--- config.mk ---
export PLATFORM = sky130hd
export DESIGN_NAME = z80_bus_cycle
export DESIGN_NICKNAME = d
export VERILOG_FILES = /design/src/rtl/z80_bus_pkg.sv /design/src/rtl/z80_bus_cycle_sync.sv /design/src/rtl/z80_bus_cycle.sv
export SDC_FILE = /design/constraint.sdc
export NUM_CORES = 1
export LEC_CHECK = 0
export ABC_AREA = 1
export BUFFER_PORTS_ARGS = -buffer_cell sky130_fd_sc_hd__buf_4
export CAP_MARGIN = 20
export CORE_ASPECT_RATIO = 0.9
export CORE_MARGIN = 2
export CORE_UTILIZATION = 44
export DETAILED_ROUTE_END_ITERATION = 16
export GPL_TIMING_DRIVEN = 0
export PLACE_DENSITY_LB_ADDON = 0.12
export SKIP_LAST_GASP = 1
export SYNTH_ARGS = -nofsm -noshare
export SYNTH_HDL_FRONTEND = slang
export SYNTH_HIERARCHICAL = 1
export SYNTH_SLANG_ARGS = --single-unit
--- constraint.sdc ---
create_clock -name fpga_clk -period 1.4 [get_ports fpga_clk]
set_clock_uncertainty 0.15 [all_clocks]
set_input_delay 0.07 -clock fpga_clk [delete_from_list [all_inputs] [get_ports fpga_clk]]
set_output_delay 0.07 -clock fpga_clk [all_outputs]
set_load 0.01 [all_outputs]
--- src/rtl/z80_bus_pkg.sv ---
// Shared types and constants for the Z80 bus-cycle front end.
package z80_bus_pkg;

  typedef enum logic [1:0] {
    ST_IDLE,
    ST_QUALIFY,
    ST_ACTIVE,
    ST_RELEASE
  } bus_state_t;

  localparam logic KIND_READ  = 1'b1;
  localparam logic KIND_WRITE = 1'b0;

  localparam int SYNC_STAGES_DEFAULT = 2;
  localparam int QUAL_CYCLES_DEFAULT = 2;
  localparam int HOLD_CYCLES_DEFAULT = 1;

  // Map a decoded read request onto the stored cycle kind.
  function automatic logic kind_of(input logic is_read);
    return is_read ? KIND_READ : KIND_WRITE;
  endfunction

endpackage

--- src/rtl/z80_bus_cycle_sync.sv ---
// N-stage single-bit synchroniser; every stage resets to 1 so an idle
// (active-low) bus strobe is seen as inactive straight out of reset.
module bus_sync #(
  parameter int STAGES = 2
) (
  input  logic clk,
  input  logic rst_n,
  input  logic d,
  output logic q
);

  logic [STAGES-1:0] chain;

  // Shift the raw pin through the flop chain; stage 0 takes the async input.
  always_ff @(posedge clk) begin
    if (!rst_n) chain <= '1;
    else        chain <= {chain[STAGES-2:0], d};
  end

  assign q = chain[STAGES-1];

endmodule

--- src/rtl/z80_bus_cycle.sv ---
// Z80 bus front end: synchronises and qualifies the control strobes, then
// presents a latched address, a phi2 memory-cycle strobe and rwbar to the
// enable-table lookup stage. Refresh and illegal strobe mixes never yield phi2.
module z80_bus_cycle
  import z80_bus_pkg::*;
#(
  parameter int SYNC_STAGES = SYNC_STAGES_DEFAULT,
  parameter int QUAL_CYCLES = QUAL_CYCLES_DEFAULT,
  parameter int HOLD_CYCLES = HOLD_CYCLES_DEFAULT
) (
  input  logic        fpga_clk,
  input  logic        rst_n,
  input  logic [15:0] z80_addr,
  input  logic        z80_mreq_n,
  input  logic        z80_rd_n,
  input  logic        z80_wr_n,
  input  logic        z80_rfsh_n,
  output logic [15:0] address,
  output logic        phi2,
  output logic        rwbar,
  output logic        cycle_start,
  output logic        protocol_err
);

  localparam int QW = $clog2(QUAL_CYCLES + 1);
  localparam int HW = $clog2(HOLD_CYCLES + 1);
  localparam logic [QW-1:0] QUAL_MAX  = QW'(QUAL_CYCLES);
  localparam logic [QW-1:0] QUAL_LAST = QW'(QUAL_CYCLES - 1);
  localparam logic [HW-1:0] HOLD_LAST = HW'(HOLD_CYCLES - 1);

  logic s_mreq, s_rd, s_wr, s_rfsh;

  bus_sync #(.STAGES(SYNC_STAGES)) u_sync_mreq (
    .clk(fpga_clk), .rst_n(rst_n), .d(z80_mreq_n), .q(s_mreq));
  bus_sync #(.STAGES(SYNC_STAGES)) u_sync_rd (
    .clk(fpga_clk), .rst_n(rst_n), .d(z80_rd_n), .q(s_rd));
  bus_sync #(.STAGES(SYNC_STAGES)) u_sync_wr (
    .clk(fpga_clk), .rst_n(rst_n), .d(z80_wr_n), .q(s_wr));
  bus_sync #(.STAGES(SYNC_STAGES)) u_sync_rfsh (
    .clk(fpga_clk), .rst_n(rst_n), .d(z80_rfsh_n), .q(s_rfsh));

  bus_state_t      state;
  logic            kind;
  logic [QW-1:0]   qual_cnt;
  logic [HW-1:0]   hold_cnt;
  logic            err_done;

  logic req_rd, req_wr, req_any, both_low, same_req, enter_active, err_fire;

  // Decode the synchronised strobes; err_done keeps one illegal episode to one pulse.
  always_comb begin
    req_rd       = !s_mreq && s_rfsh && !s_rd && s_wr;
    req_wr       = !s_mreq && s_rfsh && s_rd && !s_wr;
    req_any      = req_rd || req_wr;
    both_low     = !s_mreq && !s_rd && !s_wr;
    same_req     = (kind == KIND_READ) ? req_rd : req_wr;
    enter_active = ((state == ST_IDLE) && req_any && (QUAL_CYCLES == 1)) ||
                   ((state == ST_QUALIFY) && same_req && (qual_cnt == QUAL_LAST));
    err_fire     = both_low && !err_done &&
                   ((state == ST_IDLE) || (state == ST_ACTIVE));
  end

  // Cycle state machine with all downstream outputs registered.
  always_ff @(posedge fpga_clk) begin
    if (!rst_n) begin
      state        <= ST_IDLE;
      kind         <= KIND_READ;
      qual_cnt     <= '0;
      hold_cnt     <= '0;
      err_done     <= 1'b0;
      address      <= '0;
      phi2         <= 1'b0;
      rwbar        <= 1'b1;
      cycle_start  <= 1'b0;
      protocol_err <= 1'b0;
    end else begin
      cycle_start  <= 1'b0;
      protocol_err <= err_fire;
      if (err_fire)       err_done <= 1'b1;
      else if (!both_low) err_done <= 1'b0;

      unique case (state)
        ST_IDLE: begin
          if (req_any) begin
            kind     <= kind_of(req_rd);
            qual_cnt <= QW'(1);
            state    <= (QUAL_CYCLES == 1) ? ST_ACTIVE : ST_QUALIFY;
          end
        end
        ST_QUALIFY: begin
          if (same_req) begin
            if (qual_cnt != QUAL_MAX) qual_cnt <= qual_cnt + QW'(1);
            if (qual_cnt == QUAL_LAST) state <= ST_ACTIVE;
          end else begin
            qual_cnt <= '0;
            state    <= ST_IDLE;
          end
        end
        ST_ACTIVE: begin
          if (!same_req) begin
            phi2     <= 1'b0;
            hold_cnt <= '0;
            state    <= ST_RELEASE;
          end
        end
        ST_RELEASE: begin
          if (hold_cnt == HOLD_LAST) begin
            rwbar    <= 1'b1;
            hold_cnt <= '0;
            qual_cnt <= '0;
            state    <= ST_IDLE;
          end else begin
            hold_cnt <= hold_cnt + HW'(1);
          end
        end
        default: state <= ST_IDLE;
      endcase

      if (enter_active) begin
        address     <= z80_addr;
        rwbar       <= req_rd;
        phi2        <= 1'b1;
        cycle_start <= 1'b1;
      end
    end
  end

endmodule

==> results.txt <==
- Clock-pin slew was measured on the worst setup and hold paths at 0.12 ns.
- Of all nets on the critical path, the largest fanout is 5.
* Leading area contributor after synthesis: sky130_fd_sc_hd__dfxtp_1
- Setup violations remaining at the end of the flow were counted as 20.
- The multi-input combinational cells in the finished layout cover a total of 594 sq um.
* RSZ-0062 raised after global routing: yes
- The first global-routing pass estimated 5980 um of wire.
- The tightest min-delay check is of the flop to flop type.
- Clock Power Share: 43.9%
* Num CTS Buffers: 5
- The mapped netlist covers 0.00135 sq mm.
- The worst pin sits at a relative slew slack of 55.6%.
- The synthesized netlist contains 25 unique library cells.
* Critical path launch point type: flop
- CTS built an H-tree with a depth of 2.
* Critical Path Slowest Stage Cell: sky130_fd_sc_hd__dfxtp_2
* Failing checks: setup timing
* Final critical path time including I/O delays and setup: 1.50 ns
* Longest individual stage delay on the worst path: 0.38 ns
- Cell-by-cell listing of the critical path: inv_2, nor2_2, nand3b_1, nand2_4, nand3_4, inv_6, buf_4, nand2_1, a21oi_1
* Area fraction of the dominant cell type after synthesis: 50.4%
* Avg WL per Cell: 12.1 um
- Fraction of layout cells with a size suffix above 1: 40.0%
* Via count of the first global-routing pass: 1,395
* Synth top area cells: sky130_fd_sc_hd__dfxtp_1, sky130_fd_sc_hd__nand2_1, sky130_fd_sc_hd__a21oi_2
* Leak pwr: 1.02 nW
- Nature of the critical path endpoint: flop
- The root buffer cell chosen for the clock tree is sky130_fd_sc_hd__clkbuf_4.
* Maximum capacitance violations: 0
* Worst Slack Setup Final: -0.105 ns
- Number of sinks driven by the clock tree: 34
- IR analysis of the VDD net gives a maximum drop of 0.640 mV.
* Total overflow reported by the global router: 0
* Total length of routed wires: 3530 um
* Count of warnings emitted by yosys: 6
- Summing the sequential cell areas from Yosys gives 50.4% of the chip area.
- Antenna violations before repair: 0
- Placer congestion estimate: 0.745
- Average instance area after synthesis: 8.19 sq um
- From synthesis to final layout, the design area changed by 66.7%.
* Floorplan die height: 56.6 um
- TritonCTS clock tree: yes
* Worst hold margin: 0.262 ns
* Floorplan row count: 19
* Cells after synthesis: 165
- Final Hold Vio Count: 0
- The number of buffers and inverters on the critical path is 3.
* Area taken by flip-flops and latches: 687 sq um
* Post-route DRC: 0
- Pin placement for this block handled 42 I/O pins.
* Drt pass-1 iters: 4
- Maximum frequency from static timing analysis: 0.665 GHz
- In this run, the combinational gates consume 8.5% of the power.
- No sink is reached through more buffers than the 2 on the longest clock path.
* Layout fillers: 234
- Number of flip-flops and latches in the synthesized netlist: 34
- Worst Path Class, Setup: flop to flop
* Worst Path Required: 1.52 ns
- Internal power comes to 0.00165 W.
- When the netlist entered floorplanning its net count stood at 189.
- After legalization and detailed placement, the total HPWL measured 1980 um.
- Arr. time, crit path: 1.62 ns
- Cell family with the largest share of critical-path delay: simple AND/OR/NAND/NOR gates
- Part of the total power dissipated in sequential elements: 47.6%
- 0 antenna diodes ended up in the layout.
- For this block, the via count after detailed routing is 1,339.
* Number of max-slew violations in the final report: 0
- Total Die Area: 0.00353 sq mm
- Power density cells: 924 mW/mm^2
- After the last flow step, the layout net total stands at 273.
- The later pin in the worst-skew pair is clocked with a latency of 0.35 ns.
* Width of the die: 62.4 um
* Post-detailed-route via-to-cell ratio: 4.59
* Share of the clock period used by the worst path after layout: 107%
- For the pin with the worst max-slew slack, the measured transition is 0.666 ns.
- Across every metal layer, demand over resource in global routing totals 21.7%.
- The core region is 0.00300 sq mm.
* Initial DRC count: 49
- The flow ran to the end, but the final reports show violations.
- Initial core utilization: 45.1%
- Net switching is 20.8% of the power.
- Entering global routing, the biggest net connects 13 pins.
- Prior to clock tree synthesis, the placed netlist has a worst setup slack of -0.139 ns.
- Number of I/O port buffers: 41
* Number of routed nets with antenna violations: 0
- Net switching power of the design: 0.000433 W
## synth_stat cells (all sizes together)
| master | instances |
|---|---|
| a21oi | 19 |
| a31oi | 1 |
| buf | 4 |
| clkinv | 1 |
| dfxtp | 34 |
| ha | 2 |
| inv | 20 |
| nand2 | 56 |
| nand3 | 7 |
| nand3b | 1 |
| nor2 | 15 |
| nor3 | 1 |
| o211ai | 1 |
| o21ai | 2 |
| o21bai | 1 |
## layout make-up
type | count | share of cell area [%]
Sequential cell | 34 | 30.5
Timing Repair Buffer | 77 | 30.3
Multi-Input combinational cell | 106 | 26.4
Inverter | 21 | 3.72
Clock inverter | 3 | 3.06
Tap cell | 42 | 2.33
Buffer | 4 | 2.06
Clock buffer | 5 | 1.67
## power by group through the flow
stage	Clock, W	Sequential [W]	Combinational, W
finish	0.000913	0.000991	0.000176
floorplan	0	0.00101	0.0000387
global route	0.000972	0.000993	0.000192
CTS	0.000922	0.000990	0.000167
global placement	0	0.00101	0.0000957
detailed placement	0	0.00101	0.0000995
## tightest hold or removal path, stage by stage, from the launching register on
cell,delay (ns)
sky130_fd_sc_hd__dfxtp_1,0.31
sky130_fd_sc_hd__inv_1,0.04
sky130_fd_sc_hd__nand2_1,0.04
## cell usage in the layout, fill, tap and decap left out, types with 3 or more instances in the layout
cell                             n
sky130_fd_sc_hd__buf_4          46
sky130_fd_sc_hd__buf_6           3
sky130_fd_sc_hd__nand2_2        12
sky130_fd_sc_hd__dfxtp_2         5
sky130_fd_sc_hd__inv_1          17
sky130_fd_sc_hd__a21oi_1         8
sky130_fd_sc_hd__dlygate4sd3_1  28
sky130_fd_sc_hd__clkbuf_4        5
sky130_fd_sc_hd__dfxtp_1        29
sky130_fd_sc_hd__a21oi_2        11
sky130_fd_sc_hd__nand2_1        42
sky130_fd_sc_hd__nor2_1         11
sky130_fd_sc_hd__nand3_1         4
## metal layers
layer / wire, um / global-route usage (%) / part of all wire [%] / up-vias
met2: 1830 / 39.5 / 52 / 32
li1: - / - / - / 678
met1: 1480 / 23.3 / 42 / 624
met5: 0 / 0 / 0 / -
met3: 174 / 7.82 / 4.9 / 5
met4: 42 / 7.30 / 1.2 / 0
## sequential cells by signal, indices dropped and copies added (netlist names), 2 cells and up, named ones only
name,flops
u_sync_rfsh/chain,2
u_sync_rd/chain,2
u_sync_wr/chain,2
u_sync_mreq/chain,2
address,16
qual_cnt,2
## metrics by stage
stage	instances	setup TNS, ns	util, %	area (sq um)	total power [W]
final	292	-1.35	75.2	2250	0.00208
after global routing	292	-3.43	75.2	2250	0.00216
after CTS	288	-0.686	73.1	2190	0.00208
after detailed placement	248	-1.54	57.1	1710	0.00111
after global placement	248	-0.788	57.1	1710	0.00111
after floorplan	165	0	-	1350	0.00105
## worst paths after layout
check                          start                 end  slack, ns  cells after the start
setup / recovery  u_sync_rd/chain[1]          address[4]      -0.10                      9
hold / removal    u_sync_rd/chain[0]  u_sync_rd/chain[1]       0.26                      2
hold reg to reg   u_sync_rd/chain[0]  u_sync_rd/chain[1]       0.26                      2
setup reg to reg  u_sync_rd/chain[1]          address[4]      -0.10                      9
## kinds of logic after synthesis
group                      count (synthesis)  share of synthesized area (%)
adders and majority gates                  2                           1.85
DFF                                       34                           50.4
buffers and inverters                     25                           9.17
AOI/OAI and AO/OA                         24                           11.9
and+or+nand+nor                           80                           26.8
## repair_timing
item,in CTS,in global routing
gates cloned,0,1
pin swaps,4,1
hold endpoints to repair,31,1
setup buffers,5,2
gates resized for setup,20,4
hold buffers,27,1
setup endpoints to repair,22,23
Power figures use the tool's default switching activity.
